[config.mk]
export PLATFORM = sky130hd
export DESIGN_NAME = fifo_ptr_ctrl
export DESIGN_NICKNAME = d
export VERILOG_FILES = /design/src/rtl/fifo_ctrl_pkg.sv /design/src/rtl/fifo_ptr_cntr.sv /design/src/rtl/fifo_ptr_ctrl.sv
export SDC_FILE = /design/constraint.sdc
export NUM_CORES = 1
export LEC_CHECK = 0
export CAP_MARGIN = 20
export CORE_UTILIZATION = 43
export CTS_CLUSTER_SIZE = 30
export DETAILED_ROUTE_END_ITERATION = 8
export PLACE_DENSITY_LB_ADDON = 0.2
export SYNTH_ARGS = -nofsm -noshare
export SYNTH_HDL_FRONTEND = slang
export SYNTH_SLANG_ARGS = --single-unit
[constraint.sdc]
create_clock -name clk -period 2.05 [get_ports clk]
set_input_delay 0.205 -clock clk [delete_from_list [all_inputs] [get_ports clk]]
set_output_delay 0.205 -clock clk [all_outputs]
set_load 0.005 [all_outputs]
[src/rtl/fifo_ctrl_pkg.sv]
// Shared types and helpers for the FIFO pointer controller.
// Pointer helpers operate on a wide vector; callers cast to their own width.
package fifo_ctrl_pkg;

    localparam int MAX_PTR_W = 32;

    typedef logic [MAX_PTR_W-1:0] wide_ptr_t;

    // Status flags kept together so reset and next-state values read as one unit.
    typedef struct packed {
        logic full;
        logic empty;
        logic almost_full;
        logic almost_empty;
    } fifo_flags_t;

    localparam fifo_flags_t FLAGS_RESET = '{
        full:         1'b0,
        empty:        1'b1,
        almost_full:  1'b0,
        almost_empty: 1'b1
    };

    // Number of RAM entries addressed by addr_width bits.
    function automatic int fifo_depth(input int addr_width);
        return 1 << addr_width;
    endfunction

    // Binary to reflected gray code.
    function automatic wide_ptr_t bin2gray(input wide_ptr_t bin);
        return bin ^ (bin >> 1);
    endfunction

    // Reflected gray code back to binary (for CDC receivers of the gray taps).
    function automatic wide_ptr_t gray2bin(input wide_ptr_t gray);
        wide_ptr_t bin;
        bin = gray;
        for (int i = MAX_PTR_W - 2; i >= 0; i--) begin
            bin[i] = bin[i + 1] ^ gray[i];
        end
        return bin;
    endfunction

endpackage

[src/rtl/fifo_ptr_cntr.sv]
// One FIFO pointer: binary counter with an extra wrap bit plus a registered
// gray copy. Instantiated once for the write side and once for the read side.
module fifo_ptr_cntr
    import fifo_ctrl_pkg::*;
#(
    parameter int ADDR_WIDTH = 4
) (
    input  logic                  clk,
    input  logic                  rst_n,
    input  logic                  inc,
    output logic [ADDR_WIDTH-1:0] addr,
    output logic [ADDR_WIDTH:0]   bin_next,
    output logic [ADDR_WIDTH:0]   gray
);

    localparam int PTR_W = ADDR_WIDTH + 1;

    logic [PTR_W-1:0] bin;

    // Wraps naturally modulo 2**PTR_W; the MSB tells a full FIFO from an empty one.
    assign bin_next = bin + PTR_W'(inc);
    assign addr     = bin[ADDR_WIDTH-1:0];

    // Binary and gray advance on the same edge so the gray tap never lags the address.
    always_ff @(posedge clk) begin
        // NOTE: sequential state uses <= so every register samples pre-edge values;
        // a blocking = here would let later statements see the freshly updated value.
        if (!rst_n) begin
            bin  <= '0;
            gray <= '0;
        end else begin
            bin  <= bin_next;
            gray <= PTR_W'(bin2gray(wide_ptr_t'(bin_next)));
        end
    end

endmodule

[src/rtl/fifo_ptr_ctrl.sv]
// Pointer/flag controller for a RAM-based single-clock FIFO.
// Gates requests, drives RAM addresses/strobes, tracks occupancy and flags.
// Optional feature: define FIFO_PTR_CTRL_ERR_EN to add sticky ovf/udf ports.
module fifo_ptr_ctrl
    import fifo_ctrl_pkg::*;
#(
    parameter int ADDR_WIDTH    = 4,
    parameter int AFULL_THRESH  = 12,
    parameter int AEMPTY_THRESH = 2
) (
    input  logic                  clk,
    input  logic                  rst_n,
    input  logic                  wr_en,
    input  logic                  rd_en,
    output logic                  ram_we,
    output logic [ADDR_WIDTH-1:0] ram_waddr,
    output logic                  ram_re,
    output logic [ADDR_WIDTH-1:0] ram_raddr,
    output logic                  full,
    output logic                  empty,
    output logic                  almost_full,
    output logic                  almost_empty,
    output logic [ADDR_WIDTH:0]   count,
    output logic [ADDR_WIDTH:0]   wr_ptr_gray,
    output logic [ADDR_WIDTH:0]   rd_ptr_gray
`ifdef FIFO_PTR_CTRL_ERR_EN
    ,
    output logic                  ovf,
    output logic                  udf
`endif
);

    localparam int PTR_W = ADDR_WIDTH + 1;
    localparam int DEPTH = fifo_depth(ADDR_WIDTH);

    typedef logic [PTR_W-1:0] ptr_t;

    // Thresholds clamped into the representable occupancy range.
    localparam ptr_t AFULL_C  = ptr_t'((AFULL_THRESH > DEPTH) ? DEPTH : AFULL_THRESH);
    localparam ptr_t AEMPTY_C = ptr_t'((AEMPTY_THRESH > DEPTH) ? DEPTH : AEMPTY_THRESH);

    logic        wr_acc;
    logic        rd_acc;
    ptr_t        wr_nxt;
    ptr_t        rd_nxt;
    ptr_t        count_next;
    fifo_flags_t flags_q;
    fifo_flags_t flags_d;

    // Requests are only honoured against the registered flags.
    assign wr_acc = wr_en & ~flags_q.full;
    assign rd_acc = rd_en & ~flags_q.empty;

    assign ram_we = wr_acc;
    assign ram_re = rd_acc;

    fifo_ptr_cntr #(
        .ADDR_WIDTH (ADDR_WIDTH)
    ) u_wr_ptr (
        .clk      (clk),
        .rst_n    (rst_n),
        .inc      (wr_acc),
        .addr     (ram_waddr),
        .bin_next (wr_nxt),
        .gray     (wr_ptr_gray)
    );

    fifo_ptr_cntr #(
        .ADDR_WIDTH (ADDR_WIDTH)
    ) u_rd_ptr (
        .clk      (clk),
        .rst_n    (rst_n),
        .inc      (rd_acc),
        .addr     (ram_raddr),
        .bin_next (rd_nxt),
        .gray     (rd_ptr_gray)
    );

    // Next-state occupancy and flags, derived from the post-edge pointers.
    always_comb begin
        // NOTE: every output of a combinational block gets a value on every path;
        // assigning defaults first makes a latch impossible.
        count_next           = count + ptr_t'(wr_acc) - ptr_t'(rd_acc);
        flags_d              = FLAGS_RESET;
        flags_d.empty        = (wr_nxt == rd_nxt);
        flags_d.full         = (wr_nxt[ADDR_WIDTH] != rd_nxt[ADDR_WIDTH]) &&
                               (wr_nxt[ADDR_WIDTH-1:0] == rd_nxt[ADDR_WIDTH-1:0]);
        flags_d.almost_full  = (count_next >= AFULL_C);
        flags_d.almost_empty = (count_next <= AEMPTY_C);
    end

    // Occupancy and flag registers; flags reflect an edge one cycle later.
    always_ff @(posedge clk) begin
        if (!rst_n) begin
            count   <= '0;
            flags_q <= FLAGS_RESET;
        end else begin
            count   <= count_next;
            flags_q <= flags_d;
        end
    end

    assign full         = flags_q.full;
    assign empty        = flags_q.empty;
    assign almost_full  = flags_q.almost_full;
    assign almost_empty = flags_q.almost_empty;

`ifdef FIFO_PTR_CTRL_ERR_EN
    // Sticky error flags: set by any rejected request, cleared only by reset.
    always_ff @(posedge clk) begin
        if (!rst_n) begin
            ovf <= 1'b0;
            udf <= 1'b0;
        end else begin
            if (wr_en && flags_q.full) begin
                ovf <= 1'b1;
            end
            if (rd_en && flags_q.empty) begin
                udf <= 1'b1;
            end
        end
    end
`endif

endmodule

# Word-level counts from Yosys, hierarchy flattened
# Index checks and enable logic that the tools add are counted.
# op_classes
n_addsub,4
order_cmp,2
n_eq_ne,3
n_bitwise,6
n_reduce_logical,1
# op_table
op,count
$add 5x1->5,3
$xor 5x4->5,2
$eq 5x5->1,1
$ge 5x4->1 const B,1
$le 5x2->1 const B,1
$sub 5x1->5,1
$eq 4x4->1,1
$and 1x1->1,2
$not 1->1,2
$logic_and 1x1->1,1
$ne 1x1->1,1
# totals
reg_bits,29
input_bits,4
output_inout_bits,29

# Depth between registers and ports, before layout
# Gate-level depths: netlist (run 1).
# depth
word_depth,5
mapped_depth,10
mapped_depth_nobuf,10

# Modules after synthesis
# Synthesis (run 1) repeated with hierarchy kept, for this count alone.
# hier_totals
hier_cells,113
hier_area_um2,1213.7
# by_module_without_submodules
mod,n_inst,cells_each,area_each_um2,seq_area_each_um2
fifo_ptr_cntr,2,31,355.3,180.2
fifo_ptr_ctrl,1,51,503.0,180.2

# Worst setup path before layout (run 1)
# Ideal clock, no wire load.
# synth_timing
kind,register -> register
startpoint,register flags_q (netlist bit empty)
endpoint,register flags_q (netlist bit almost_full)
setup_ps,117
arrival_ps,1954
slack_ps,-21
path_stages_with_launch,11
path_buffers,0
path_cell_list,dfxtp_1 nor2b_4 ha_1 inv_1 ha_1 inv_1 fa_1 nor2b_1 o21a_1 o21ai_0 a32o_1
# synth_via
elab_chain_len,4
# synth_lines
item,line,source
"start, declared",fifo_ptr_ctrl.sv:47,fifo_flags_t flags_q;
"start signal, assigned",fifo_ptr_ctrl.sv:99,flags_q <= flags_d;
$not 1->1,fifo_ptr_ctrl.sv:52,assign rd_acc = rd_en & ~flags_q.empty;
$and 1x1->1,fifo_ptr_ctrl.sv:52,
named net ram_re,fifo_ptr_ctrl.sv:17,"output logic ram_re,"
$sub 5x1->5,fifo_ptr_ctrl.sv:83,count_next = count + ptr_t'(wr_acc) - ptr_t'(rd_acc);
$ge 5x4->1,fifo_ptr_ctrl.sv:88,flags_d.almost_full = (count_next >= AFULL_C);
# The timed path passes the listed nets, and every way through them passes these cells.
# A chain may end at the register's enable or synchronous reset.

# Worst setup path in the final report (run 1)
# layout_timing
startpoint,input rd_en
endpoint,register flags_q (netlist bit almost_empty)
# layout_via
elab_chain_len,3
# layout_lines
item,line,source
"start, declared",fifo_ptr_ctrl.sv:14,"input logic rd_en,"
$and 1x1->1,fifo_ptr_ctrl.sv:52,
$sub 5x1->5,fifo_ptr_ctrl.sv:83,
$le 5x2->1,fifo_ptr_ctrl.sv:89,flags_d.almost_empty = (count_next <= AEMPTY_C);
# Every way passes these cells.

==> results of run 1 <==
[area by class of cell]
cell class / count / area (um^2) / share of cell area, %
sequential: 27 / 542 / 30.0
timing repair buffer: 47 / 433 / 24.0
clock buffer: 3 / 22.5 / 1.25
clock inverter: 1 / 7.51 / 0.416
inverter: 10 / 37.5 / 2.08
multi-input combinational: 80 / 723 / 40.1
tap: 31 / 38.8 / 2.15
[Yosys cell counts, types with 2 or more instances]
cell type	number	area share, %
a21o_1	2	1.2
a21oi_1	3	1.2
and2_1	13	6.4
clkbuf_1	2	0.59
dfxtp_1	27	43
ha_1	8	7.9
inv_1	10	3.0
nand3_1	4	1.6
nor2_1	10	3.0
nor2b_1	2	0.99
nor3_1	2	0.79
o21ai_0	2	0.79
xnor2_1	10	6.9
xnor3_1	3	5.3
xor2_1	7	4.8
[final timing paths]
path / from / to / slack [ns] / depth (start not counted)
min reg2reg: u_rd_ptr.bin[4]$_SDFF_PN0_ / u_rd_ptr.bin[4]$_SDFF_PN0_ / 0.61 / 2
min: rst_n / empty$_SDFF_PN1_ / 0.57 / 3
max: rd_en / almost_empty$_SDFF_PN1_ / -0.006 / 11
max reg2reg: empty$_SDFF_PN1_ / almost_empty$_SDFF_PN1_ / 0 / 10
[power groups by stage]
stage | combinational (W) | clock, W | sequential [W]
2_1_floorplan | 0.000476 | 0 | 0.000688
3_3_place_gp | 0.000753 | 0 | 0.000686
3_5_place_dp | 0.000773 | 0 | 0.000686
4_1_cts | 0.000828 | 0.000250 | 0.000677
5_1_grt | 0.000979 | 0.000271 | 0.000688
6_report | 0.000906 | 0.000244 | 0.000677
[layer usage]
layer | wire length [um] | share of wire (%) | up-vias
met2 | 1120 | 45 | 26
met5 | 0 | 0 | -
met4 | 38 | 1.5 | 0
met3 | 101 | 4.1 | 4
li1 | - | - | 485
met1 | 1220 | 49 | 460
[metrics by stage]
step | setup TNS, ns | cells | cell area, um^2
floorplan | 0 | 120 | 1270
global placement | -1.63 | 193 | 1710
detailed placement | -2.08 | 193 | 1710
CTS | -0.0267 | 198 | 1760
global route | -0.359 | 199 | 1800
finish | -0.00585 | 199 | 1800
[cell families after synthesis]
| logic type | count (synthesis) | synth area share (%) |
|---|---|---|
| AND/OR/NAND/NOR | 38 | 17.8 |
| flip-flops | 27 | 42.7 |
| XOR/XNOR | 22 | 20.3 |
| buffers and inverters | 13 | 3.95 |
| AO/OA/AOI/OAI | 11 | 5.83 |
| adder cells (fa/ha/maj) | 9 | 9.49 |
[sequential cells by signal, indices dropped and copies added (netlist names)]
signal,flops
u_wr_ptr.bin,5
almost_full,1
empty,1
u_wr_ptr.gray,4
almost_empty,1
u_rd_ptr.bin,5
full,1
u_rd_ptr.gray,4
count,5
[cells in the final DEF, fill, tap and decap left out, types with 2 or more instances in the layout]
cell type and n:
clkdlybuf4s50_1 32, dfxtp_1 26, buf_4 15, and2_1 13
xnor2_1 10, nor2_1 10, inv_1 8, xor2_1 7
ha_1 6, nand3_1 4, a21oi_1 3, xnor3_1 3
clkbuf_4 3, inv_2 2, nor2b_4 2, a21o_1 2
o21ai_1 2, ha_4 2
[worst reg2reg max path, stage by stage (launching register included)]
cell and delay (ns):
dfxtp_2 0.36, nor2b_4 0.13, ha_4 0.21, inv_2 0.06, ha_4 0.13, inv_2 0.03, fa_2 0.36, nor2b_4 0.13
o21a_1 0.17, nor3_2 0.06, o41ai_2 0.29
[timing repair]
item                       in CTS  in global routing
buffers inserted                1                  1
setup endpoints to repair       3                  3
pin swaps                       2                  5
gates resized for setup         4                  8
==> flow_summary.yaml, run 1 <==
global_route:
  use_met1_pct: 22.5
  grt_max_degree: 17
  antenna_found_initial: 0
  grtUsageMet3_pct: 2.76
  grt_use_total_pct: 16.5
  grt_pass1_wl_mm: 4.03
  grt_pass1_vias: 936
  gr-total-overflow: 0
  busiest_layer: "met2"
  met2_usage_pct: 25.2
logic_synthesis:
  synthArstFlopShare_pct: 0
  ys_seq_elements: 27
  synth_edf_count: 0
  yosysUniqueCellTypes: 30
  syn_inst: 120
  synth_area_um2: 1270
  ys_warn_count: 0
  synth_top_flop_cell: "dfxtp_1"
  syn_avg_cell_area_um2: 10.6
  syn_nets: 133
  yosysSeqAreaShare_pct: 42.7
status:
  violations: "setup timing"
  outcome: "finished with violations"
worst_setup_path:
  worst_path_largest_cell_delay_ns: 0.46
  crit_path_end_kind: "flip-flop"
  crit_path_start_kind: "input port"
  crit_family: "adder cells"
  required_ns: 2.29
  arrival_ns: 2.29
  crit_slowest_cell: "clkdlybuf4s50_1"
  crit_fanout: 2
  worstSetupPathType: "input port to flip-flop"
  path_buf_inv: 3
  crit_chain: "clkdlybuf4s50_1, nor2b_4, ha_4, inv_2, ha_4, inv_2, fa_2, nor2b_4, o21a_1, nor3_2, o41ai_2"
route:
  vias: 975
  firstDrtPassIters: 4
  wl_per_cell_um: 12.5
  post-route-drc-count: 0
  wirelength_mm: 2.48
  initialDrtViolationCount: 24
  vias_per_cell: 4.90
  ant_nets: 0
clock_tree:
  clk_pin_slew_ns: 0.16
  cts_tree: "yes"
  clock-sinks: 27
  clk_latency_ns: 0.34
  htreeDepth: 1
  cts.path.max_buffers: 2
  cts_buffers: 3
  ctsRootBufferMaster: "clkbuf_4"
  cts_hold_buf: 0
flow_run:
  cap_violations: 0
sta:
  hold_violations: 0
  grt_setup_unrepaired: "true"
  worst_slack_ns: -0.00585
  final.min_clock_period_ns: 2.06
  worstMarginPinSlew_ns: 0.428
  post-route-period-util_pct: 100
  fin_skew_ns: 0.0124
  max_freq_mhz: 486
  hold_slack_ns: 0.571
  slew_viol_final: 0
  setup_violations: 1
  timing.slew.headroom_pct: 71.4
pwr:
  pwr-share-seq_pct: 37.0
  power.internal_w: 0.00119
  clockPowerShare_pct: 13.4
  leakagePower_nw: 0.783
  power_w: 0.00183
  power_density_nw_per_um2: 1010
  comb_power_share_pct: 49.6
  ir_drop_uv: 845
  p_sw_w: 0.000636
  power.share.switching_pct: 34.8
cells_and_area:
  finish.utilization_pct: 64.9
  syn_to_final_growth_pct: 42.5
  drive_above_1_share_pct: 19.6
  fillers: 233
  diodes: 0
  fin_nets: 182
placement:
  gp_congestion: 0.810
  post-place-ws_ns: -0.416
  port-buffer-count: 32
  dp_hpwl_mm: 1.80
die:
  io_pins: 33
  die_x_um: 56.3
  rows: 19
  die-area_um2: 3170
  core_area_um2: 2780
  initial_core_util_pct: 45.5
  die_y_um: 56.3
hold_path:
  hold_path_class: "input port to flip-flop"
Power figures use the tool's default switching activity.
==> run 2: changes to the inputs <==
- RECOVER_POWER: not set -> 25
- SLEW_MARGIN: not set -> 40
==> results of run 2 <==
Final layout, timing and power as in run 1 (identical DEF).
